File: src/rtl/enemy_formation_ctrl.sv
// enemy_formation_ctrl: alien formation sequencer owning origin, alive mask, march direction and cadence.
// Invasion is detected on the step edge and latched so the pulse lands one cycle after the step is visible.
module enemy_formation_ctrl #(
    parameter int NUM_COLS    = 6,
    parameter int NUM_ROWS    = 3,
    parameter int COL_PITCH   = 60,
    parameter int ROW_PITCH   = 55,
    parameter int SPRITE_W    = 50,
    parameter int SPRITE_H    = 50,
    parameter int INIT_X      = 20,
    parameter int INIT_Y      = 40,
    parameter int LEFT_BOUND  = 0,
    parameter int RIGHT_BOUND = 639,
    parameter int STEP_X      = 4,
    parameter int STEP_Y      = 16,
    parameter int INVADE_Y    = 420,
    parameter int MIN_PERIOD  = 2
) (
    input  logic                           Clk,
    input  logic                           Reset,
    input  logic                           frame_tick,
    input  logic                           start,
    input  logic                           delete_enemies,
    input  logic                           hit_valid,
    input  logic [4:0]                     hit_index,
    output logic [9:0]                     formation_x,
    output logic [9:0]                     formation_y,
    output logic                           enemy_direction_X,
    output logic                           enemy_direction_Y,
    output logic [NUM_ROWS*NUM_COLS-1:0]   alive,
    output logic                           is_playing,
    output logic                           wave_cleared,
    output logic                           invaded
);
    localparam int TOTAL = NUM_ROWS*NUM_COLS;
    localparam logic [10:0] CP   = 11'(COL_PITCH);
    localparam logic [10:0] RP   = 11'(ROW_PITCH);
    localparam logic [10:0] SWM1 = 11'(SPRITE_W-1);
    localparam logic [10:0] SHM1 = 11'(SPRITE_H-1);
    localparam logic [10:0] LB   = 11'(LEFT_BOUND);
    localparam logic [10:0] RB   = 11'(RIGHT_BOUND);
    localparam logic [10:0] SX   = 11'(STEP_X);
    localparam logic [10:0] IVY  = 11'(INVADE_Y);
    localparam logic [9:0]  SX10 = 10'(STEP_X);
    localparam logic [9:0]  SY10 = 10'(STEP_Y);
    localparam logic [9:0]  X0   = 10'(INIT_X);
    localparam logic [9:0]  Y0   = 10'(INIT_Y);
    localparam logic [7:0]  MINP = 8'(MIN_PERIOD);

    typedef enum logic [1:0] {S_IDLE, S_PLAY, S_DONE} state_t;

    state_t             r_state;
    logic [9:0]         r_x, r_y;
    logic               r_dx, r_dy, r_cleared, r_invaded, r_pend;
    logic [TOTAL-1:0]   r_alive;
    logic [7:0]         r_cnt;

    logic [7:0]         w_pop, w_period;
    logic [NUM_COLS-1:0] w_colv;
    logic [NUM_ROWS-1:0] w_rowv;
    logic [4:0]         w_lc, w_rc, w_br;
    logic [10:0]        w_l, w_r, w_bot;
    logic               w_drop, w_step, w_inv;
    logic [9:0]         w_nx, w_ny;
    logic [TOTAL-1:0]   w_hmask;

    always_comb begin
        w_pop  = '0;
        w_colv = '0;
        w_rowv = '0;
        w_lc   = '0;
        w_rc   = '0;
        w_br   = '0;
        for (int i = 0; i < TOTAL; i++) w_pop = w_pop + 8'(r_alive[i]);
        for (int r = 0; r < NUM_ROWS; r++)
            for (int c = 0; c < NUM_COLS; c++) begin
                w_colv[c] = w_colv[c] | r_alive[r*NUM_COLS+c];
                w_rowv[r] = w_rowv[r] | r_alive[r*NUM_COLS+c];
            end
        for (int c = NUM_COLS-1; c >= 0; c--) if (w_colv[c]) w_lc = 5'(c);
        for (int c = 0; c < NUM_COLS; c++) if (w_colv[c]) w_rc = 5'(c);
        for (int r = 0; r < NUM_ROWS; r++) if (w_rowv[r]) w_br = 5'(r);
    end

    // The >= lets a period that shrank mid-count still fire on the next tick.
    assign w_period = MINP + {2'b0, w_pop[7:2]};
    assign w_step   = (r_state == S_PLAY) && frame_tick && (r_cnt >= w_period - 8'd1);
    assign w_l      = {1'b0, r_x} + 11'(w_lc) * CP;
    assign w_r      = {1'b0, r_x} + 11'(w_rc) * CP + SWM1;
    assign w_drop   = r_dx ? (w_r + SX > RB) : (w_l < LB + SX);
    assign w_nx     = w_drop ? r_x : (r_dx ? r_x + SX10 : r_x - SX10);
    assign w_ny     = w_drop ? r_y + SY10 : r_y;
    assign w_bot    = {1'b0, w_ny} + 11'(w_br) * RP + SHM1;
    assign w_inv    = (|r_alive) && (w_bot >= IVY);
    assign w_hmask  = (hit_valid && ({1'b0, hit_index} < 6'(TOTAL))) ? (TOTAL'(1) << hit_index) : '0;

    always_ff @(posedge Clk) begin
        if (Reset) begin
            r_state   <= S_IDLE;
            r_x       <= X0;
            r_y       <= Y0;
            r_dx      <= 1'b1;
            r_dy      <= 1'b0;
            r_alive   <= '0;
            r_cnt     <= '0;
            r_cleared <= 1'b0;
            r_invaded <= 1'b0;
            r_pend    <= 1'b0;
        end else begin
            r_cleared <= 1'b0;
            r_invaded <= 1'b0;
            case (r_state)
                S_PLAY: begin
                    if (delete_enemies) begin
                        r_alive <= '0;
                        r_cnt   <= '0;
                        r_pend  <= 1'b0;
                        r_state <= S_DONE;
                    end else if (r_pend) begin
                        r_invaded <= 1'b1;
                        r_alive   <= r_alive & ~w_hmask;
                        r_cnt     <= '0;
                        r_pend    <= 1'b0;
                        r_state   <= S_DONE;
                    end else if (r_alive == '0) begin
                        r_cleared <= 1'b1;
                        r_cnt     <= '0;
                        r_state   <= S_DONE;
                    end else begin
                        r_alive <= r_alive & ~w_hmask;
                        if (w_step) begin
                            r_cnt  <= '0;
                            r_x    <= w_nx;
                            r_y    <= w_ny;
                            r_dx   <= r_dx ^ w_drop;
                            r_dy   <= w_drop;
                            r_pend <= w_inv;
                        end else if (frame_tick) begin
                            r_cnt <= r_cnt + 8'd1;
                        end
                    end
                end
                default: begin
                    r_cnt  <= '0;
                    r_pend <= 1'b0;
                    if (start) begin
                        r_alive <= '1;
                        r_x     <= X0;
                        r_y     <= Y0;
                        r_dx    <= 1'b1;
                        r_dy    <= 1'b0;
                        r_state <= S_PLAY;
                    end
                end
            endcase
        end
    end

    assign formation_x       = r_x;
    assign formation_y       = r_y;
    assign enemy_direction_X = r_dx;
    assign enemy_direction_Y = r_dy;
    assign alive             = r_alive;
    assign is_playing        = (r_state == S_PLAY);
    assign wave_cleared      = r_cleared;
    assign invaded           = r_invaded;
endmodule
File: config.mk
export PLATFORM = sky130hd
export DESIGN_NAME = enemy_formation_ctrl
export DESIGN_NICKNAME = d
export VERILOG_FILES = /design/src/rtl/enemy_formation_ctrl.sv
export SDC_FILE = /design/constraint.sdc
export NUM_CORES = 1
export LEC_CHECK = 0
export CAP_MARGIN = 20
export CELL_PAD_IN_SITES_DETAIL_PLACEMENT = 0
export CELL_PAD_IN_SITES_GLOBAL_PLACEMENT = 1
export CORE_ASPECT_RATIO = 2
export CORE_MARGIN = 8
export CORE_UTILIZATION = 39
export DETAILED_ROUTE_END_ITERATION = 6
export PLACE_DENSITY_LB_ADDON = 0.1
export RECOVER_POWER = 25
export SLEW_MARGIN = 20
export SYNTH_ARGS = -nofsm -noshare
export SYNTH_HDL_FRONTEND = slang
export SYNTH_SLANG_ARGS = --single-unit
export TNS_END_PERCENT = 100
File: constraint.sdc
create_clock -name Clk -period 6.43 [get_ports Clk]
set_input_delay 0.643 -clock Clk [delete_from_list [all_inputs] [get_ports Clk]]
set_output_delay 0.643 -clock Clk [all_outputs]
set_load 0.01 [all_outputs]
==> flow_summary.ini <==
[pwr]
clock_power_share_pct = 15.9
combPwrFrac_pct = 64.8
leakage_nw = 2.70
seqPwrFrac_pct = 19.3
p_sw_mw = 0.719
power_switching_share_pct = 42.3
p_per_area_mw_per_mm2 = 293
power_mw = 1.70
ir_drop_mv = 0.221
p_int_mw = 0.980

[outcome]
status = complete, no violations

[final_layout]
area_growth_pct = 26.0
n_antenna_cell = 0
multiInputGateArea_sq_mm = 0.00350
final_cell_mix = 72 x ha_1, 52 x inv_1, 51 x a21oi_1
drive_above_1_share_pct = 14.1
final_common_cell = ha_1
stdcell_count = 769
n_fill_cell = 1183
regArea_sq_um = 961
nets = 727

[timing]
period_minus_slack_ns = 6.12
finalCritPeriodShare_pct = 95.2
max_slew_margin_pct = 37.3
worst_slack_ns = 0.310
max_freq_mhz = 163
setup_violations = 0
rsz0062_at_grt = yes
hold_violations = 0
slew_viol_final = 0
skew_ns = 0.00708
worst_pin_slew_ns = 0.938

[worst_setup_path]
rrSetupSlack_ns = 0.31
criticalPathCategory = reg2reg
worstPathArrival_ns = 6.30
path_max_fanout = 5
r2r_cells = 27
worstPathRequired_ns = 6.61
r2r-start = alive[11]
worst_r2r_endpoint = r_pend
crit_path_end_kind = register
startpoint_type = register

[floorplanning]
coreArea_sq_mm = 0.0116
die_h_um = 170
initial_core_util_pct = 39.6
io_pins = 54
fp.dieW_um = 92.8
num_rows = 56
floorplan.die_area_sq_mm = 0.0157

[cts]
ctsHtreeMaxLevel = 2
path_clk_slew_ns = 0.07
insertion_delay_ns = 0.29
max-clock-path-buffers = 2
cts_tree = yes
cts-root-buf = clkbuf_16
numCtsBuffers = 5
cts_sinks = 48

[global_route]
grt_max_degree = 41
grt_first_pass_wirelength_mm = 21.1
globalRouteOverflowTotal = 0
track_usage_pct = 16.9
antenna_found_initial = 0
grt_pass1_vias = 4268

[logic_synthesis]
ys_types = 69
synth-seq-cells = 48
netlist_area_sq_mm = 0.00460
synthArstFlopShare_pct = 0
syn_avg_cell_area_sq_um = 8.54
synth_edf_count = 0
synth_flop_cell = dfxtp_1
ys_seq_area_share_pct = 20.9
ys.warnings.count = 0
syn_inst = 539

[hold_path]
holdPathStages = 1
hold_path_end = enemy_direction_Y
hold_path.class = reg2reg
hp-start = enemy_direction_Y

[placed_design]
dpl_worst_slack_ns = -0.0484
port_buffers = 48
gp_congestion = 0.815
hpwl_mm = 10.8
dp.cells = 758

[drt]
dr.pass1.iters = 4
vias = 4107
via_per_inst = 5.34
routedWlPerCell_um = 16.9
first_iter_violations = 159
antenna_left = 0
routed_wirelength_mm = 13.0
drc = 0

[flow_run]
maxCapViolations = 0
## area by class of cell
cell class,count,area share [%]
well taps,145,3.13
clock inverters,1,0.129
flip-flops and latches,48,16.6
repair buffers,90,13.8
clock buffers,7,2.46
multi-input cells,425,60.4
inverters,53,3.52
## metal layers
metal / GRT usage [%] / wire length (um) / vias to the layer above
li1: - / - / 2050
met1: 16.7 / 4730 / 1988
met2: 33.9 / 7730 / 54
met3: 1.77 / 292 / 15
met4: 6.14 / 264 / 0
met5: 0 / 0 / -
## cell families after synthesis
group                    count (synthesis)  synth area share, %
AND/OR/NAND/NOR                        153                 17.4
buffers and inverters                   73                 6.79
XOR/XNOR                                29                 5.52
adder cells (fa/ha/maj)                 93                 28.4
AO/OA/AOI/OAI                          134                 19.3
flip-flops                              48                 20.9
other                                    2                0.163
multiplexers                             7                 1.60
## state kept, by name (all words and copies together), names as in the netlist
name               count
invaded                1
enemy_direction_Y      1
alive                 18
r_pend                 1
r_state                2
r_cnt                  8
formation_x            8
formation_y            7
wave_cleared           1
enemy_direction_X      1
## worst max-delay path by stage
stage,cells after the start,endpoint,startpoint,slack [ns]
final,27,r_pend,alive[11],0.31
after global routing,26,r_pend,alive[5],-0.04
after CTS,25,r_pend,alive[2],0.02
after detailed placement,26,r_pend,alive[2],-0.05
after global placement,26,r_pend,alive[2],0.04
after floorplan,27,r_pend,alive[16],0.007
## stage by stage
stage / hold WS (ns) / TNS (ns) / instance area (sq um) / util, %
6_report: 0.477 / 0 / 5800 / 49.9
5_1_grt: 0.503 / -0.0393 / 5800 / 49.9
4_1_cts: 0.491 / 0 / 5670 / 48.7
3_5_place_dp: 0.475 / -0.0484 / 5490 / 47.2
3_3_place_gp: 0.456 / 0 / 5490 / 47.2
2_1_floorplan: 0.448 / 0 / 4650 / -
## power groups by stage
stage               combinational (mW)  sequential (mW)  clock [mW]
finish                            1.10            0.328       0.270
global route                      1.25            0.330       0.289
CTS                               1.07            0.328       0.279
detailed placement                1.05            0.335           0
global placement                  1.03            0.334           0
floorplan                        0.717            0.348           0
## cells in the mapped netlist, types with 10 or more instances
cell	count	area (sq um)
nor2_1	41	154
clkbuf_1	13	48.8
xnor2_1	16	140
ha_1	74	926
inv_1	52	195
o21ai_0	22	110
dfxtp_1	48	961
fa_1	19	380
nand3_1	14	70.1
nand2_1	22	82.6
nor3_1	23	115
xor2_1	13	114
a21oi_1	55	275
nor2b_1	10	62.6
## worst max-delay path, cell delays in order (launching register included)
cell and delay [ns]:
dfxtp_1 0.32, nor3_1 0.17, buf_4 0.15, and2_1 0.19
buf_4 0.17, fa_2 0.46, ha_4 0.28, inv_1 0.06
fa_2 0.37, o31ai_4 0.19, xor2_1 0.19, ha_1 0.28
ha_4 0.25, a21oi_4 0.18, a21oi_1 0.08, a211o_1 0.24
o32a_1 0.42, xor2_1 0.18, ha_1 0.30, ha_1 0.32
buf_4 0.17, or3_1 0.30, o211a_1 0.13, nand3_1 0.08
a311o_1 0.22, o2bb2ai_1 0.09, o21ai_1 0.14, a31oi_1 0.09
## what timing repair did
action	CTS	global route
pin swaps	2	20
gates cloned	0	0
setup buffers	0	3
setup endpoints to repair	1	9
gates resized for setup	3	23
hold buffers	0	0
Power figures use the tool's default switching activity.
